$ cat src/rtl/dmem_arbiter.sv
// Two-port arbiter/sequencer for the halfword data memory: IDLE -> ACCESS -> RESP.
// Latency: gnt in cycle N, done in cycle N+2; one access per 3 cycles; misaligned accesses never reach memory.
module dmem_arbiter #(
   parameter int ADDR_W     = 32,
   parameter int DATA_W     = 32,
   parameter int FIXED_PRIO = 0
) (
   input  logic              clk,
   input  logic              rst,
   input  logic              req0,
   input  logic              req1,
   input  logic              we0,
   input  logic              we1,
   input  logic [ADDR_W-1:0] addr0,
   input  logic [ADDR_W-1:0] addr1,
   input  logic [DATA_W-1:0] wdata0,
   input  logic [DATA_W-1:0] wdata1,
   output logic              gnt0,
   output logic              gnt1,
   output logic              done0,
   output logic              done1,
   output logic [DATA_W-1:0] rdata,
   output logic              err,
   output logic              mem_we_half,
   output logic              mem_re_half,
   output logic [ADDR_W-1:0] mem_addr,
   output logic [DATA_W-1:0] mem_wdata,
   input  logic [DATA_W-1:0] mem_rdata
);

   typedef enum logic [1:0] {IDLE, ACCESS, RESP} state_t;

   state_t state, state_nxt;
   logic   owner;
   logic   lat_we;
   logic   ptr;
   logic   winner;
   logic   any_req;

   always_comb begin
      state_nxt   = state;
      gnt0        = 1'b0;
      gnt1        = 1'b0;
      mem_we_half = 1'b0;
      mem_re_half = 1'b0;
      any_req     = req0 | req1;
      // A lone requester wins outright; the pointer only breaks ties.
      if (req0 && req1)
         winner = (FIXED_PRIO != 0) ? 1'b0 : ptr;
      else
         winner = req1;
      case (state)
         IDLE: begin
            if (any_req && !rst) begin
               gnt0      = ~winner;
               gnt1      = winner;
               state_nxt = ACCESS;
            end
         end
         ACCESS: begin
            if (!rst && !mem_addr[0]) begin
               mem_we_half = lat_we;
               mem_re_half = ~lat_we;
            end
            state_nxt = RESP;
         end
         RESP:    state_nxt = IDLE;
         default: state_nxt = IDLE;
      endcase
   end

   always_ff @(posedge clk) begin
      if (rst) begin
         state     <= IDLE;
         ptr       <= 1'b0;
         owner     <= 1'b0;
         lat_we    <= 1'b0;
         mem_addr  <= '0;
         mem_wdata <= '0;
         rdata     <= '0;
         err       <= 1'b0;
         done0     <= 1'b0;
         done1     <= 1'b0;
      end else begin
         state <= state_nxt;
         done0 <= 1'b0;
         done1 <= 1'b0;
         case (state)
            IDLE: begin
               if (any_req) begin
                  owner     <= winner;
                  lat_we    <= winner ? we1 : we0;
                  mem_addr  <= winner ? addr1 : addr0;
                  mem_wdata <= winner ? wdata1 : wdata0;
               end
            end
            ACCESS: begin
               err   <= mem_addr[0];
               rdata <= (!lat_we && !mem_addr[0]) ? mem_rdata : '0;
               done0 <= ~owner;
               done1 <= owner;
            end
            RESP:    ptr <= ~owner;
            default: ;
         endcase
      end
   end

endmodule

$ cat config.mk
export PLATFORM = sky130hd
export DESIGN_NAME = dmem_arbiter
export DESIGN_NICKNAME = d
export VERILOG_FILES = /design/src/rtl/dmem_arbiter.sv
export SDC_FILE = /design/constraint.sdc
export NUM_CORES = 1
export LEC_CHECK = 0
export CAP_MARGIN = 10
export CORE_ASPECT_RATIO = 1.5
export CORE_MARGIN = 4
export CORE_UTILIZATION = 38
export DETAILED_ROUTE_END_ITERATION = 6
export PLACE_DENSITY_LB_ADDON = 0.25
export SLEW_MARGIN = 25
export SYNTH_ARGS = -nofsm -noshare
export SYNTH_HDL_FRONTEND = slang
export SYNTH_SLANG_ARGS = --single-unit
export TNS_END_PERCENT = 1
$ cat constraint.sdc
create_clock -name clk -period 2.32 [get_ports clk]
set_clock_uncertainty 0.15 [all_clocks]
set_input_delay 0.464 -clock clk [delete_from_list [all_inputs] [get_ports clk]]
set_output_delay 0.464 -clock clk [all_outputs]
set_load 0.005 [all_outputs]
# Yosys cells after proc, flatten, opt, wreduce, memory -nomap -nowiden
# Index checks and enable logic that the tools add are counted.
[op_classes] n_reduce_logical=10 eq_ne=3 n_mux=15 bitwise=5
[op_table] cell="$mux 32" count=3
[op_table] cell="$mux 1" count=10
[op_table] cell="$logic_and 1x1->1" count=4
[op_table] cell="$not 1->1" count=4
[op_table] cell="$pmux 2 s2" count=1
[op_table] cell="$logic_not 1->1" count=3
[op_table] cell="$eq 2x1->1 const B" count=1
[op_table] cell="$eq 2x2->1 const B" count=1
[op_table] cell="$logic_not 2->1" count=1
[op_table] cell="$mux 2" count=1
[op_table] cell="$ne 2x2->1 const B" count=1
[op_table] cell="$reduce_and 2->1" count=1
[op_table] cell="$reduce_or 2->1" count=1
[op_table] cell="$or 1x1->1" count=1
[word_totals] wordCells=43 input_bits=166 out_inout_bits=103 ff_bits=104

# Depth between registers and ports, before layout
[logic_depth] depth_word=5 mapped_depth=7 depth_no_buf=3

# Worst setup path after synthesis
# No wires, ideal clock.
[synth_path] kind="input -> output" from="input req1" to="output gnt0" path_buffers=3 required_time_ns=1.706 setup_slack_ns=0.295 stages=6 arrival_time_ns=1.411 path_cell_list="clkbuf_2 -> or2_1 -> buf_2 -> clkbuf_1 -> nand2_1 -> nor3b_1"
[synth_between] elab_chain_len=5 word_cells_on_any_way=7 cone_classes="mux: 3; bitwise: 2; reduce/logical: 2"
[synth_rtl] element="from (decl)" line_no="11" rtl="input logic req1,"
[synth_rtl] element="$logic_and 1x1->1" line_no="48" rtl="if (req0 && req1)"
[synth_rtl] element="$mux 1" line_no="48"
[synth_rtl] element="$not 1->1" line_no="55" rtl="gnt0 = ~winner;"
[synth_rtl] element="$mux 1 *" line_no="54" rtl="if (any_req && !rst) begin"
[synth_rtl] element="$mux 1 *" line_no="52" rtl="case (state)"
[synth_rtl] element="to (decl)" line_no="18" rtl="output logic gnt0,"
# Every way passes the cells marked *; elsewhere a longest branch is shown, timed or not.

# Final worst setup path
[layout_path] from="input req0" to="output gnt1"
[layout_between] elab_chain_len=4 word_cells_on_any_way=6 cone_classes="mux: 3; bitwise: 1; reduce/logical: 2"
[layout_rtl] element="from (decl)" line_no="10" rtl="input logic req0,"
[layout_rtl] element="$logic_and 1x1->1 or $or 1x1->1 (tied branches)" line_no="48, 46"
[layout_rtl] element="$mux 1 or $logic_and 1x1->1 (tied branches)" line_no="48, 54"
[layout_rtl] element="$mux 1 *" line_no="54"
[layout_rtl] element="$mux 1 *" line_no="52"
[layout_rtl] element="to (decl)" line_no="19" rtl="output logic gnt1,"
# Marked as above.

==> impl_results.md <==
* Drt via density at 5.77
* Largest area contributor in the synthesized netlist: dfxtp_1
* Final setup viols at 0
* CP Data Arrival Time at 1.69 ns
* Worst rel slew slack at 39.8%
* RD Place Congestion at 0.853
* Tmin final at 2.30 ns
* Req. time, crit path at roughly 1.7 ns
* Worst Hold Class: reg -> reg
* FF-to-FF End: mem_addr[9]
* Final core occ at 65.0%
* WL final at 17,900 um
* DP HPWL at 12,800 um
* Area Overhead vs Synth at 66.3%
* Initial DRC Count at approximately 220
* Post-synth cell types at 28
* Clk buf depth at 2
* CTS tree: yes
* Ys Warns at 0
* Async set-or-reset flop fraction in the synthesized netlist at 0%
* Worst-path clk slew at 0.07 ns
* Overall die height at 144 um
* Boundary Pins at 269
* Pre-antenna DRT Iters at 4
* CTS H-tree depth at 3
* Final nets at roughly 890
* Logic pwr share at 28.2%
* Crit path kind: in -> out
* CTS sink count at around 100
* Setup crit end: gnt1
* FF-to-FF Start: state[1]
* First-pass GRT wire length at 27,300 um
* Commonest non-fill, non-tap cell in the layout: clkdlybuf4s50_1
* Clk_lat worst skew at 0.34 ns
* Die W at 98.8 um
* Core footprint at roughly 12,000 um^2
* Clock buffer count from CTS at 9
* Internal reg-to-reg setup slack at 0.29 ns
* Initial Util at 39.1%
* Most common flop cell mapped by yosys: dfxtp_1
* Internal cell power at 3500 uW
* RSZ-0062 raised after global routing: yes
* Largest net degree at the start of global routing at 69
* MaxCap Viol Count at 0
* Leak Pwr at 0.00271 uW
* Flop pwr share at a little over two fifths
* CP Max Fanout at 3
* Synthesized area at 4690 um^2
* Top-area cell type share of the netlist area at roughly 44%
* CP Launch Type: input port
* DR vias at 5,078
* Slew Viols, Final at 0
* Outcome: finished clean
* Sw power at 1410 uW
* # rows at 49
* Fmax at roughly 430 MHz
* Clk network pwr share at 29.8%
* Initial antenna violation count at 0
* Port bufs at 268
* Global-route usage over all layers at 23.9%
* DRT antenna net count at 0
* Post-synthesis area per instance at 9.62 um^2
* Final hold vios at 0
* Sw Share at 28.8%
* Number of remaining DRC errors at 0
* Post-synth EDFFs at 0
* Cell count after synthesis at 488
* Setup TNS Final at 0 ns
* Fin area at 7810 um^2
* Worst Max-Slew Pin Slew at 0.903 ns
* Worst R2R Path Depth at 5
* FF+latch count, synth at between 100 and 150
* Placed instance area at 7500 um^2
* Largest cells by area after synthesis: dfxtp_1 44%, a311oi_2 16%, a21oi_1 7.0%, nand3_1 7.0%, o21ai_0 6.1%
* Crit share post-route at about 99%
* Pwr dens at between 600 and 700 nW/um^2
* Hold_buf cts at 0
* Post-CTS Setup Inserts at 0
* Number of global-route vias before repair at 5,088
* Clock root cell: clkbuf_16
* VDD IR-drop max at roughly 510 uV
* Worst Setup SP: req0
* Layout cell share with drive strength beyond 1 at 13.5%
* Sequential element share of the synthesized area at 44.3%
* Wire per inst at between 20 and 25 um
* Die area at 14,200 um^2
* Grt ovf at 0
* CP Capture Type: output port
* Filler Cell Count at 1,009
* Most frequent cells in the layout: 263 x clkdlybuf4s50_1, 103 x dfxtp_1, 66 x nand3_1, 66 x a21oi_1, 57 x o21ai_0
* Mapped Nets at 654
metal layers:
layer / vias to the layer above / global-route usage (%) / part of all wire [%] / wire length [um]
met5: - / 0 / 0 / 0
met4: 0 / 12.0 / 4.3 / 764
met3: 44 / 5.50 / 7.7 / 1370
met2: 259 / 41.6 / 52 / 9330
met1: 2423 / 27.4 / 36 / 6420
li1: 2352 / - / - / -
critical path, stage by stage:
cell and delay (ns):
clkdlybuf4s50_1 0.46, or2_2 0.30, nand2_1 0.13, nor3_1 0.06, dlygate4sd2_1 0.27
cells in the mapped netlist, types with 2 or more instances:
library cell and count:
a21oi_1 66, a22o_1 32, a311oi_1 15, a311oi_2 50, buf_2 14, buf_6 6
clkbuf_1 43, dfxtp_1 104, nand2_1 2, nand2b_1 2, nand3_1 66, nor2_1 5
nor2b_1 5, o21ai_0 57, o21ai_1 8
worst min path at each step:
stage,startpoint,endpoint,cells after the start
2_1_floorplan,owner,done0,1
3_3_place_gp,rdata[9],rdata[9],1
3_5_place_dp,rdata[15],rdata[15],1
4_1_cts,rdata[30],rdata[30],1
5_1_grt,rdata[6],rdata[6],1
6_report,rdata[25],rdata[25],1
through the flow:
| stage | instances | hold WS, ns | setup slack [ns] | power [uW] |
|---|---|---|---|---|
| 2_1_floorplan | 488 | 0.269 | 0.295 | 2690 |
| 3_3_place_gp | 863 | 0.305 | -0.210 | 3450 |
| 3_5_place_dp | 863 | 0.305 | -0.273 | 3490 |
| 4_1_cts | 879 | 0.329 | 0.0195 | 4960 |
| 5_1_grt | 879 | 0.347 | -0.0530 | 5130 |
| 6_report | 880 | 0.323 | 0.0171 | 4910 |
final cells by class:
type                            count  area (um^2)  area share, %
Inverter                            1         3.75         0.0481
Sequential cell                   104         2080           26.7
Clock buffer                        9          225           2.89
Tap cell                          153          191           2.45
Antenna cell                        1         2.50         0.0321
Clock inverter                      7         65.1          0.833
Multi-Input combinational cell    318         2330           29.9
Timing Repair Buffer              287         2900           37.2
state kept, by name, summed over array words and instances, names as in the netlist:
register,cells
ptr,1
state,2
lat_we,1
done0,1
mem_wdata,32
done1,1
rdata,32
mem_addr,32
owner,1
err,1
timing repair:
item                                   4_1_cts  5_1_grt
setup endpoints to repair                    3       22
cloned                                       0        0
endpoints found under the hold margin        0        0
gates resized for setup                      3        4
pin swaps                                    0        0
kinds of logic (layout without fill, tap and decap cells):
family          Yosys count  after routing  synth area share, %
mux                       1              1                0.213
simple gates             87             87                 9.70
compound gates          230            230                 39.1
other cells               0              1                    0
flops                   104            104                 44.3
buf+inv                  66            304                 6.64
power groups by stage:
stage                     logic [uW]  registers (uW)  clock network (uW)
after detailed placement        1390            2100                   0
after CTS                       1390            2060                1500
after global routing            1490            2080                1560
after floorplan                  595            2100                   0
after global placement          1360            2090                   0
final                           1390            2060                1460
(Power assumes the default switching activity.)
==> patch, RTL diff (same settings) <==
Put one more register stage on the output `err`. The value now appears one clock later. The other outputs are not delayed to match.
--- a/src/rtl/dmem_arbiter.sv
+++ b/src/rtl/dmem_arbiter.sv
@@ -30,4 +30,6 @@
 
    typedef enum logic [1:0] {IDLE, ACCESS, RESP} state_t;
+
+   logic err_s0;
 
    state_t state, state_nxt;
@@ -79,5 +81,5 @@
          mem_wdata <= '0;
          rdata     <= '0;
-         err       <= 1'b0;
+         err_s0    <= 1'b0;
          done0     <= 1'b0;
          done1     <= 1'b0;
@@ -96,5 +98,5 @@
             end
             ACCESS: begin
-               err   <= mem_addr[0];
+               err_s0 <= mem_addr[0];
                rdata <= (!lat_we && !mem_addr[0]) ? mem_rdata : '0;
                done0 <= ~owner;
@@ -107,4 +109,8 @@
    end
 
+   always_ff @(posedge clk) begin
+      err <= err_s0;
+   end
+
 endmodule
 
Function: changed (Yosys sat finds a counterexample within 4 cycles, from zero or initial values and one cycle with rst high).
==> patch against the unedited design <==
Worst setup slack improved by 33 ps. Routed wire length fell by 2.1%. Sequential cell count rose by 1. Area after synthesis rose by 0.43%. Critical endpoint unchanged. Via count fell by 1.7%. Power rose by 1.6%. Design area fell by 0.40%. Global-route usage fell by 0.77 points.
==> patch: results (changes against the unedited design) <==
Placement
  • DP Cell Count: 859 (was 863)
  • Pre-CTS setup slack: -275 ps (was -273 ps)
  • Post-DP Area: 7460 um^2 (was 7500 um^2)
  • DP Wirelength: 12.1 mm (was 12.8 mm)
  • Port Buffers: 268 (unchanged)
  • Final RePlAce weighted congestion: 0.848 (was 0.853)

Final layout
  • Final nets: 883 (was 887)
  • Seq cells: 105 (was 104)
  • Nonclk buf count: 282 (was 287)
  • Fill count: 986 (was 1,009)
  • Reg area: 2100 um^2 (was 2080 um^2)
  • Antenna diodes: 1 (unchanged)
  • Layout clock buffers: 10 (was 9)
  • Area of the multi-input gates: 2340 um^2 (was 2330 um^2)
  • Layout cells sized above 1: 0.129 (was 0.135)
  • Clock network share of area: 0.0391 (was 0.0372)
  • Non-clk invs: 1 (unchanged)
  • Largest regs: mem_addr: 32 flops, mem_wdata: 32 flops, rdata: 32 flops (unchanged)
  • NonClk Buf Share: 0.364 (was 0.372)
  • Layout Area Growth over Synthesis: 64.9% (was 66.3%)
  • Multi-input gates: 318 (unchanged)
  • Multi-input logic portion of the cell area: 0.301 (was 0.299)

Yosys
  • Syn_area_per_cell: 9.64 um^2 (was 9.62 um^2)
  • Commonest cells post-synth: dfxtp_1 (105), a21oi_1 (66), nand3_1 (66) (was dfxtp_1 (104), a21oi_1 (66), nand3_1 (66))
  • Synthesized net count: 655 (was 654)
  • Yosys Warn Count: 0 (unchanged)
  • Register area share after synthesis: 0.446 (was 0.443)
  • Top post-synthesis cells by area: dfxtp_1 (45%), a311oi_2 (16%), a21oi_1 (7.0%) (was dfxtp_1 (44%), a311oi_2 (16%), a21oi_1 (7.0%))
  • Post-synthesis cell type count: 28 (unchanged)
  • Asr flop ratio synth: 0 (unchanged)

Pwr
  • Peak VDD IR: 0.341 mV (was 0.507 mV)
  • Combinational Power Share: 0.273 (was 0.282)
  • Internal: 3600 uW (was 3500 uW)
  • LEAKAGE: 0.00268 uW (was 0.00271 uW)
  • Clock power frac: 0.312 (was 0.298)

Global routing
  • Global-route wire length before repair: 26.7 mm (was 27.3 mm)
  • Vias in the first global route: 4,909 (was 5,088)
  • Initial antenna violation count: 1 (was 0)
  • Overall Global Routing Usage: 0.231 (was 0.239)

Status
  • Status: completed (unchanged)

STA
  • Max-Slew Margin vs Limit: 0.490 (was 0.398)

Drt
  • Final wirelength: 17.5 mm (was 17.9 mm)
  • DR WL/cell: 20.0 um (was 20.3 um)
  • Vias per std cell: 5.70 (was 5.77)
  • DRT iter0 DRCs: 185 (was 221)

Clock tree
  • Clock Path Buffers: 2 (unchanged)
  • Inserted Clock Buffers: 9 (unchanged)
  • Worst skew pair latency: 340 ps (about the same)
  • H-tree depth: 3 (unchanged)
  • Clock Pin Slew Worst Setup and Hold Paths: 70 ps (about the same)

Critical path
  • Slowest CP cell: clkdlybuf4s50_1 (unchanged)
  • Max incr delay on CP: 450 ps
  • Crit path max fanout: 3 (unchanged)
  • CP delay by family, top: buffers and inverters (unchanged)
  • Crit path DAT: 1660 ps (was 1690 ps)

Worst hold path
  • Min-delay worst type: reg2reg (unchanged)
[patch: logic make-up after synthesis]
family / synth area share
AO/OA/AOI/OAI: 0.389
buffers and inverters: 0.0661
flip-flops: 0.446
multiplexers: 0.00212
AND/OR/NAND/NOR: 0.0966
[patch: metrics by stage]
| step | total power, uW | setup TNS, ps |
|---|---|---|
| floorplan | 2710 | 0 |
| global placement | 3450 | -11500 |
| detailed placement | 3480 | -13340 |
| CTS | 5040 | -0.364 |
| global route | 5200 | 0 |
| finish | 4990 | 0 |
[patch: layer usage]
layer,global-route usage,vias up,share of wire
li1,-,2340,-
met5,0,-,0
met2,0.398,228,0.51
met4,0.112,0,0.042
met3,0.0497,45,0.074
met1,0.273,2378,0.38
[patch: path summary, 6_finish.rpt]
path            start            end  slack [ps]  depth (start not counted)
max              req0           gnt1          50                          5
min            err_s0            err         200                          0
max reg2reg  state[1]  mem_wdata[21]         250                          5
min reg2reg    err_s0            err         200                          0
